===== src/rtl/lidar_crc_frame_ctrl_if.sv =====
// Word stream in and per-frame verdict out for the CRC frame controller.
// Latency: none, wiring only.
// Backpressure: s_ready throttles the word stream; res_ready holds the verdict.
interface lidar_crc_frame_ctrl_if #(
    parameter int ERR_CNT_W = 16
);
    logic                 s_valid;
    logic                 s_ready;
    logic [31:0]          s_data;
    logic                 s_last;
    logic                 res_valid;
    logic                 res_ready;
    logic                 crc_error;
    logic                 len_error;
    logic [31:0]          calc_crc;
    logic [ERR_CNT_W-1:0] err_count;

    // Producer of words and consumer of verdicts.
    modport master (
        output s_valid, s_data, s_last, res_ready,
        input  s_ready, res_valid, crc_error, len_error, calc_crc, err_count
    );

    // The frame controller itself.
    modport slave (
        input  s_valid, s_data, s_last, res_ready,
        output s_ready, res_valid, crc_error, len_error, calc_crc, err_count
    );
endinterface


===== src/rtl/lidar_crc_frame_ctrl.sv =====
// Streaming CRC-32 checker for fixed-length LiDAR frames, one payload byte per cycle.
// Latency: 5*FRAME_WORDS+2 cycles from first word accept to res_valid with no input gaps.
// Backpressure: s_ready drops while bytes shift and while a verdict waits for res_ready.
module lidar_crc_frame_ctrl #(
    parameter int FRAME_WORDS = 16,
    parameter int ERR_CNT_W   = 16
) (
    input  logic                  clk,
    input  logic                  rst,
    input  logic                  crc_enable,
    lidar_crc_frame_ctrl_if.slave bus
);
    localparam int              WC_W     = $clog2(FRAME_WORDS + 1);
    localparam logic [WC_W-1:0] LAST_WC  = WC_W'(FRAME_WORDS);
    localparam logic [31:0]     CRC_POLY = 32'hEDB88320;

    typedef enum logic [2:0] {
        ST_IDLE,
        ST_SHIFT,
        ST_WAIT,
        ST_COMPARE,
        ST_REPORT
    } state_t;

    state_t               state;
    state_t               state_nxt;
    logic                 rdy;
    logic                 accept;
    logic                 res_hs;
    logic [31:0]          crc_reg;
    logic [31:0]          crc_nxt;
    logic [31:0]          word_reg;
    logic [WC_W-1:0]      word_cnt;
    logic [1:0]           byte_cnt;
    logic                 en_r;
    logic                 last_r;
    logic                 crc_error_r;
    logic                 len_error_r;
    logic [31:0]          calc_crc_r;
    logic [ERR_CNT_W-1:0] err_cnt_r;

    // Reflected CRC-32 over one byte, LSB first, eight shift/XOR steps.
    function automatic logic [31:0] crc32_byte(input logic [31:0] crc, input logic [7:0] data);
        logic [31:0] c;
        c = crc ^ {24'h0, data};
        for (int i = 0; i < 8; i++) begin
            c = c[0] ? ((c >> 1) ^ CRC_POLY) : (c >> 1);
        end
        return c;
    endfunction

    // Byte byte_cnt of the held word, [7:0] first.
    assign crc_nxt = crc32_byte(crc_reg, word_reg[{byte_cnt, 3'b000} +: 8]);

    // Ready is forced low while reset is asserted so nothing is taken in the reset cycle.
    assign bus.s_ready   = rdy & ~rst;
    assign accept        = bus.s_valid & bus.s_ready;
    assign res_hs        = (state == ST_REPORT) & bus.res_ready;
    assign bus.res_valid = (state == ST_REPORT);
    assign bus.crc_error = crc_error_r;
    assign bus.len_error = len_error_r;
    assign bus.calc_crc  = calc_crc_r;
    assign bus.err_count = err_cnt_r;

    // State register.
    always_ff @(posedge clk) begin
        if (rst) state <= ST_IDLE;
        else     state <= state_nxt;
    end

    // Next-state decode and word-port ready.
    always_comb begin
        state_nxt = state;
        rdy       = 1'b0;
        case (state)
            ST_IDLE: begin
                rdy = 1'b1;
                if (bus.s_valid) state_nxt = ST_SHIFT;
            end
            ST_SHIFT: begin
                if (byte_cnt == 2'd3) begin
                    // An early s_last ends the frame without waiting for a CRC word.
                    if (last_r)                    state_nxt = ST_REPORT;
                    else if (word_cnt == LAST_WC)  state_nxt = ST_COMPARE;
                    else                           state_nxt = ST_WAIT;
                end
            end
            ST_WAIT: begin
                rdy = 1'b1;
                if (bus.s_valid) state_nxt = ST_SHIFT;
            end
            ST_COMPARE: begin
                rdy = 1'b1;
                if (bus.s_valid) state_nxt = ST_REPORT;
            end
            ST_REPORT: begin
                if (bus.res_ready) state_nxt = ST_IDLE;
            end
            default: state_nxt = ST_IDLE;
        endcase
    end

    // Datapath: word capture, CRC update, verdict latch; verdict holds through REPORT.
    always_ff @(posedge clk) begin
        if (rst) begin
            crc_reg     <= '1;
            word_reg    <= '0;
            word_cnt    <= '0;
            byte_cnt    <= '0;
            en_r        <= 1'b0;
            last_r      <= 1'b0;
            crc_error_r <= 1'b0;
            len_error_r <= 1'b0;
            calc_crc_r  <= '0;
        end else begin
            case (state)
                ST_IDLE: begin
                    if (accept) begin
                        crc_reg  <= '1;
                        en_r     <= crc_enable;
                        word_reg <= bus.s_data;
                        last_r   <= bus.s_last;
                        word_cnt <= WC_W'(1);
                        byte_cnt <= 2'd0;
                    end
                end
                ST_SHIFT: begin
                    crc_reg  <= crc_nxt;
                    byte_cnt <= byte_cnt + 2'd1;
                    if (byte_cnt == 2'd3 && last_r) begin
                        calc_crc_r  <= ~crc_nxt;
                        len_error_r <= 1'b1;
                        crc_error_r <= en_r;
                    end
                end
                ST_WAIT: begin
                    if (accept) begin
                        word_reg <= bus.s_data;
                        last_r   <= bus.s_last;
                        word_cnt <= word_cnt + WC_W'(1);
                    end
                end
                ST_COMPARE: begin
                    if (accept) begin
                        calc_crc_r  <= ~crc_reg;
                        len_error_r <= ~bus.s_last;
                        crc_error_r <= en_r & ((bus.s_data != ~crc_reg) | ~bus.s_last);
                    end
                end
                default: ;
            endcase
        end
    end

    // Saturating count of failed verdicts, bumped on the REPORT handshake.
    always_ff @(posedge clk) begin
        if (rst)
            err_cnt_r <= '0;
        else if (res_hs && crc_error_r && (err_cnt_r != {ERR_CNT_W{1'b1}}))
            err_cnt_r <= err_cnt_r + ERR_CNT_W'(1);
    end
endmodule


===== src/flat_wrapper.sv =====
// flat-port wrapper written by rule: the top's interface ports become plain ports
module lidar_crc_frame_ctrl_flat 
#(
    parameter int FRAME_WORDS = 16,
    parameter int ERR_CNT_W   = 16
)
  (clk, rst, crc_enable, bus_s_valid, bus_s_data, bus_s_last, bus_res_ready, bus_s_ready, bus_res_valid, bus_crc_error, bus_len_error, bus_calc_crc, bus_err_count);
  lidar_crc_frame_ctrl_if #(.ERR_CNT_W(ERR_CNT_W)) bus_i ();
  input  logic clk;
  input  logic rst;
  input  logic crc_enable;
  input wire logic [$bits(bus_i.s_valid)-1:0] bus_s_valid;
  input wire logic [$bits(bus_i.s_data)-1:0] bus_s_data;
  input wire logic [$bits(bus_i.s_last)-1:0] bus_s_last;
  input wire logic [$bits(bus_i.res_ready)-1:0] bus_res_ready;
  output wire logic [$bits(bus_i.s_ready)-1:0] bus_s_ready;
  output wire logic [$bits(bus_i.res_valid)-1:0] bus_res_valid;
  output wire logic [$bits(bus_i.crc_error)-1:0] bus_crc_error;
  output wire logic [$bits(bus_i.len_error)-1:0] bus_len_error;
  output wire logic [$bits(bus_i.calc_crc)-1:0] bus_calc_crc;
  output wire logic [$bits(bus_i.err_count)-1:0] bus_err_count;
  assign bus_i.s_valid = bus_s_valid;
  assign bus_i.s_data = bus_s_data;
  assign bus_i.s_last = bus_s_last;
  assign bus_i.res_ready = bus_res_ready;
  assign bus_s_ready = bus_i.s_ready;
  assign bus_res_valid = bus_i.res_valid;
  assign bus_crc_error = bus_i.crc_error;
  assign bus_len_error = bus_i.len_error;
  assign bus_calc_crc = bus_i.calc_crc;
  assign bus_err_count = bus_i.err_count;
  lidar_crc_frame_ctrl #(.FRAME_WORDS(FRAME_WORDS), .ERR_CNT_W(ERR_CNT_W)) u_core (.clk(clk), .rst(rst), .crc_enable(crc_enable), .bus(bus_i));
endmodule

===== config.mk =====
export PLATFORM = sky130hd
export DESIGN_NAME = lidar_crc_frame_ctrl_flat
export DESIGN_NICKNAME = d
export VERILOG_FILES = /design/src/rtl/lidar_crc_frame_ctrl_if.sv /design/src/rtl/lidar_crc_frame_ctrl.sv /design/src/flat_wrapper.sv
export SDC_FILE = /design/constraint.sdc
export NUM_CORES = 1
export LEC_CHECK = 0
export ABC_AREA = 1
export BUFFER_PORTS_ARGS = -buffer_cell sky130_fd_sc_hd__buf_2
export CAP_MARGIN = 20
export CORE_ASPECT_RATIO = 1.1
export CORE_MARGIN = 2
export CORE_UTILIZATION = 50
export CTS_CLUSTER_DIAMETER = 150
export CTS_CLUSTER_SIZE = 12
export DETAILED_ROUTE_END_ITERATION = 7
export PLACE_DENSITY = 0.77
export SYNTH_ARGS = -nofsm -noshare
export SYNTH_HDL_FRONTEND = slang
export SYNTH_SLANG_ARGS = --single-unit

===== constraint.sdc =====
create_clock -name clk -period 4.5 [get_ports clk]
set_clock_uncertainty 0.05 [all_clocks]
set_input_delay 0.225 -clock clk [delete_from_list [all_inputs] [get_ports clk]]
set_output_delay 0.225 -clock clk [all_outputs]
set_load 0.05 [all_outputs]

==> reports/metrics.yaml <==
sta:
  clock.fmax_mhz: 300
  hold_slack_ns: 0.0233
  hold_violations: 0
  period_share_pct: 74.2
  tightest_slew_ns: 0.923
  min_period_ns: 3.34
  setup_tns_ns: 0
  slew_violations: 0
  setup_viol: 0
  rsz0062_at_grt: "no"
  max_slew_margin_pct: 38.4
worst_setup_path:
  crit_fanout: 42
  slowest_delay_ns: 0.58
  worst-r2r-cell-count: 13
  cp_cell_sequence: "inv_1 > nor2_2 > nand2_2 > inv_2 > nor2_2 > nor2_4 > nand3_2 > buf_4 > nor2_2 > nor2_2 > inv_2 > o21ai_0 > nand2_1"
  start_kind: "flip-flop"
  cpMaxStageDelayCell: "nand2_2"
  worstPathRequired_ns: 4.73
  cp_data_arrival_time_ns: 3.57
  worst-setup-path-type: "reg2reg"
  crit_path_end_kind: "flip-flop"
  critical_path.most_common_cell: "nor2_2"
synthesis:
  synth_fp_nets: 1051
  seq_area_frac_synth_pct: 36.3
  yosysWarningCount: 0
  netlist_area_um2: 6960
  netlist_instances: 1009
  ys_seq_elements: 126
  yosysTopAreaCellShare_pct: 36.3
  synth_cell_types: 42
  synth.area.top_cells: "dfxtp_1, nand2_1, a21oi_1, xor2_1, nand3_1"
  syn_avg_cell_area_um2: 6.90
  yosys.area.top_type: "dfxtp_1"
floorplan:
  fp.dieW_um: 116
  io_pins: 90
  row_count: 45
  die_area_um2: 14900
  dieHeight_um: 128
  coreArea_um2: 13700
  initial_utilization_pct: 50.9
cts:
  cts.sinks: 126
  cts-htree-levels: 4
  cts_tree: "built"
  clk_path_buf_depth: 2
  cts_buffers: 17
  post_cts_buffers: 0
  clock_latency_ns: 0.43
  clockRootBuffer: "clkbuf_16"
  clk_pin_slew_ns: 0.06
route:
  drtAntennaViolNets: 0
  vias_per_cell: 5.43
  firstDrtPassIters: 5
  wl_per_cell_um: 16.0
  via_count: 6973
  drc: 0
  wirelength_um: 20500
  initialDrtViolationCount: 762
global_routing:
  grt-ovfl-total: 0
  grt_antenna_before_repair: 0
  grt_pass1_vias: 6279
  grt_pass1_wl_um: 32500
  grtUsageTotal_pct: 28.3
  grt_max_degree: 50
finish:
  drive_above_1_share_pct: 17.0
  num-nets-final: 1124
  final_cell_mix: "nand2_1, dfxtp_1, a21oi_1, buf_2"
  area_growth_pct: 15.9
  mostFrequentLayoutCell: "nand2_1"
  diodes: 0
  fill_cells: 1290
min_path:
  hp-class: "in2reg"
  holdPathStages: 3
place:
  dp_hpwl_um: 14800
  portBuffers: 89
  globalplace.congestion: 0.938
power_and_ir_drop:
  ir_drop_mv: 0.321
  power_per_cell_area_nw_per_um2: 538
  p_leak_nw: 3.72
status:
  status: "completed"
run:
  timing.max_cap.violations: 0
## cells in the mapped netlist
library cell and instances:
nand2_1 310, dfxtp_1 126, a21oi_1 106, inv_1 69, nand3_1 68, o21ai_0 61
nor2_1 47, xor2_1 39, nand2_2 26, clkbuf_1 21, o21ai_1 18, xnor2_1 18
buf_2 15, nor3_1 11, nand2_4 8, nor4_1 7, nand3_2 6, nand4_1 6
o22ai_1 6, buf_6 5, ha_1 4, nor2_2 4, inv_2 3, xor2_2 3
xor2_4 3, a22o_1 2, o21bai_1 2, a21oi_2 1, a221oi_1 1, a311oi_1 1
a31oi_1 1, and3_1 1, buf_1 1, inv_6 1, nand2b_1 1, nand3b_1 1
nand3b_4 1, nor2_4 1, o211ai_1 1, o21a_1 1, or2_1 1, or2_2 1
## worst max-delay path: cells and delay by family (launching register included)
family                 cells  cell delay, ns
and+or+nand+nor            8            1.45
buffers and inverters      4            1.14
DFF                        1            0.30
AOI/OAI and AO/OA          1            0.24
## area by class of cell
class / instances / area [um^2] / area share (%)
Tap cell: 188 / 235 / 2.92
Timing Repair Buffer: 96 / 500 / 6.21
Inverter: 73 / 279 / 3.46
Clock inverter: 14 / 143 / 1.77
Multi-Input combinational cell: 768 / 3940 / 48.9
Sequential cell: 126 / 2520 / 31.3
Clock buffer: 18 / 439 / 5.45
## cells by family (layout without fill, tap and decap cells)
| kind of cell | count (synthesis) | after routing | share of synthesized area (%) |
|---|---|---|---|
| xor+xnor | 63 | 63 | 9.06 |
| simple gates | 500 | 500 | 31.9 |
| compound gates | 201 | 201 | 15.0 |
| flops | 126 | 126 | 36.3 |
| fa+ha+maj | 4 | 4 | 0.719 |
| buf+inv | 115 | 201 | 7.09 |
## repair_timing
item / in CTS / in global routing
endpoints found under the hold margin: 1 / 0
gates resized for setup: 0 / 0
hold buffers: 1 / 0
setup endpoints to repair: 0 / 0
## per-layer routing
metal / wire, um / share of wire (%) / vias to the layer above / global-route usage, %
met3: 1580 / 7.7 / 69 / 5.30
met2: 9170 / 45 / 324 / 43.0
met4: 1000 / 4.9 / 0 / 15.8
met1: 8720 / 43 / 3153 / 37.7
met5: 0 / 0 / - / 0
li1: - / - / 3427 / -
## final timing paths
check                                   start                               end  slack, ns
min                             bus_s_data[4]   u_core.word_reg[4]$_SDFFE_PP0P_       0.02
max reg2reg      u_core.state[0]$_SDFFE_PP0P_   u_core.crc_reg[28]$_SDFFE_PP1P_       1.16
max              u_core.state[0]$_SDFFE_PP0P_   u_core.crc_reg[28]$_SDFFE_PP1P_       1.16
min reg2reg  u_core.word_reg[10]$_SDFFE_PP0P_  u_core.word_reg[10]$_SDFFE_PP0P_       0.41
## where the power goes
| group | internal, mW | leakage [nW] | total, mW | switching, mW |
|---|---|---|---|---|
| sequential | 1.22 | 1.03 | 1.37 | 0.149 |
| clock | 0.826 | 0.270 | 1.35 | 0.525 |
| combinational | 0.518 | 2.42 | 1.62 | 1.10 |
## per-stage QoR
stage / power, mW / cells / utilization (%) / area [um^2] / setup slack, ns
finish: 4.34 / 1283 / 58.9 / 8060 / 1.16
global route: 4.58 / 1283 / 58.9 / 8060 / 0.846
CTS: 4.32 / 1283 / 58.9 / 8060 / 1.14
detailed placement: 2.96 / 1250 / 54.6 / 7470 / 1.19
global placement: 2.95 / 1250 / 54.6 / 7470 / 1.34
floorplan: 2.57 / 1009 / - / 6960 / 2.45
No activity file was read; power rests on OpenSTA's default activity.
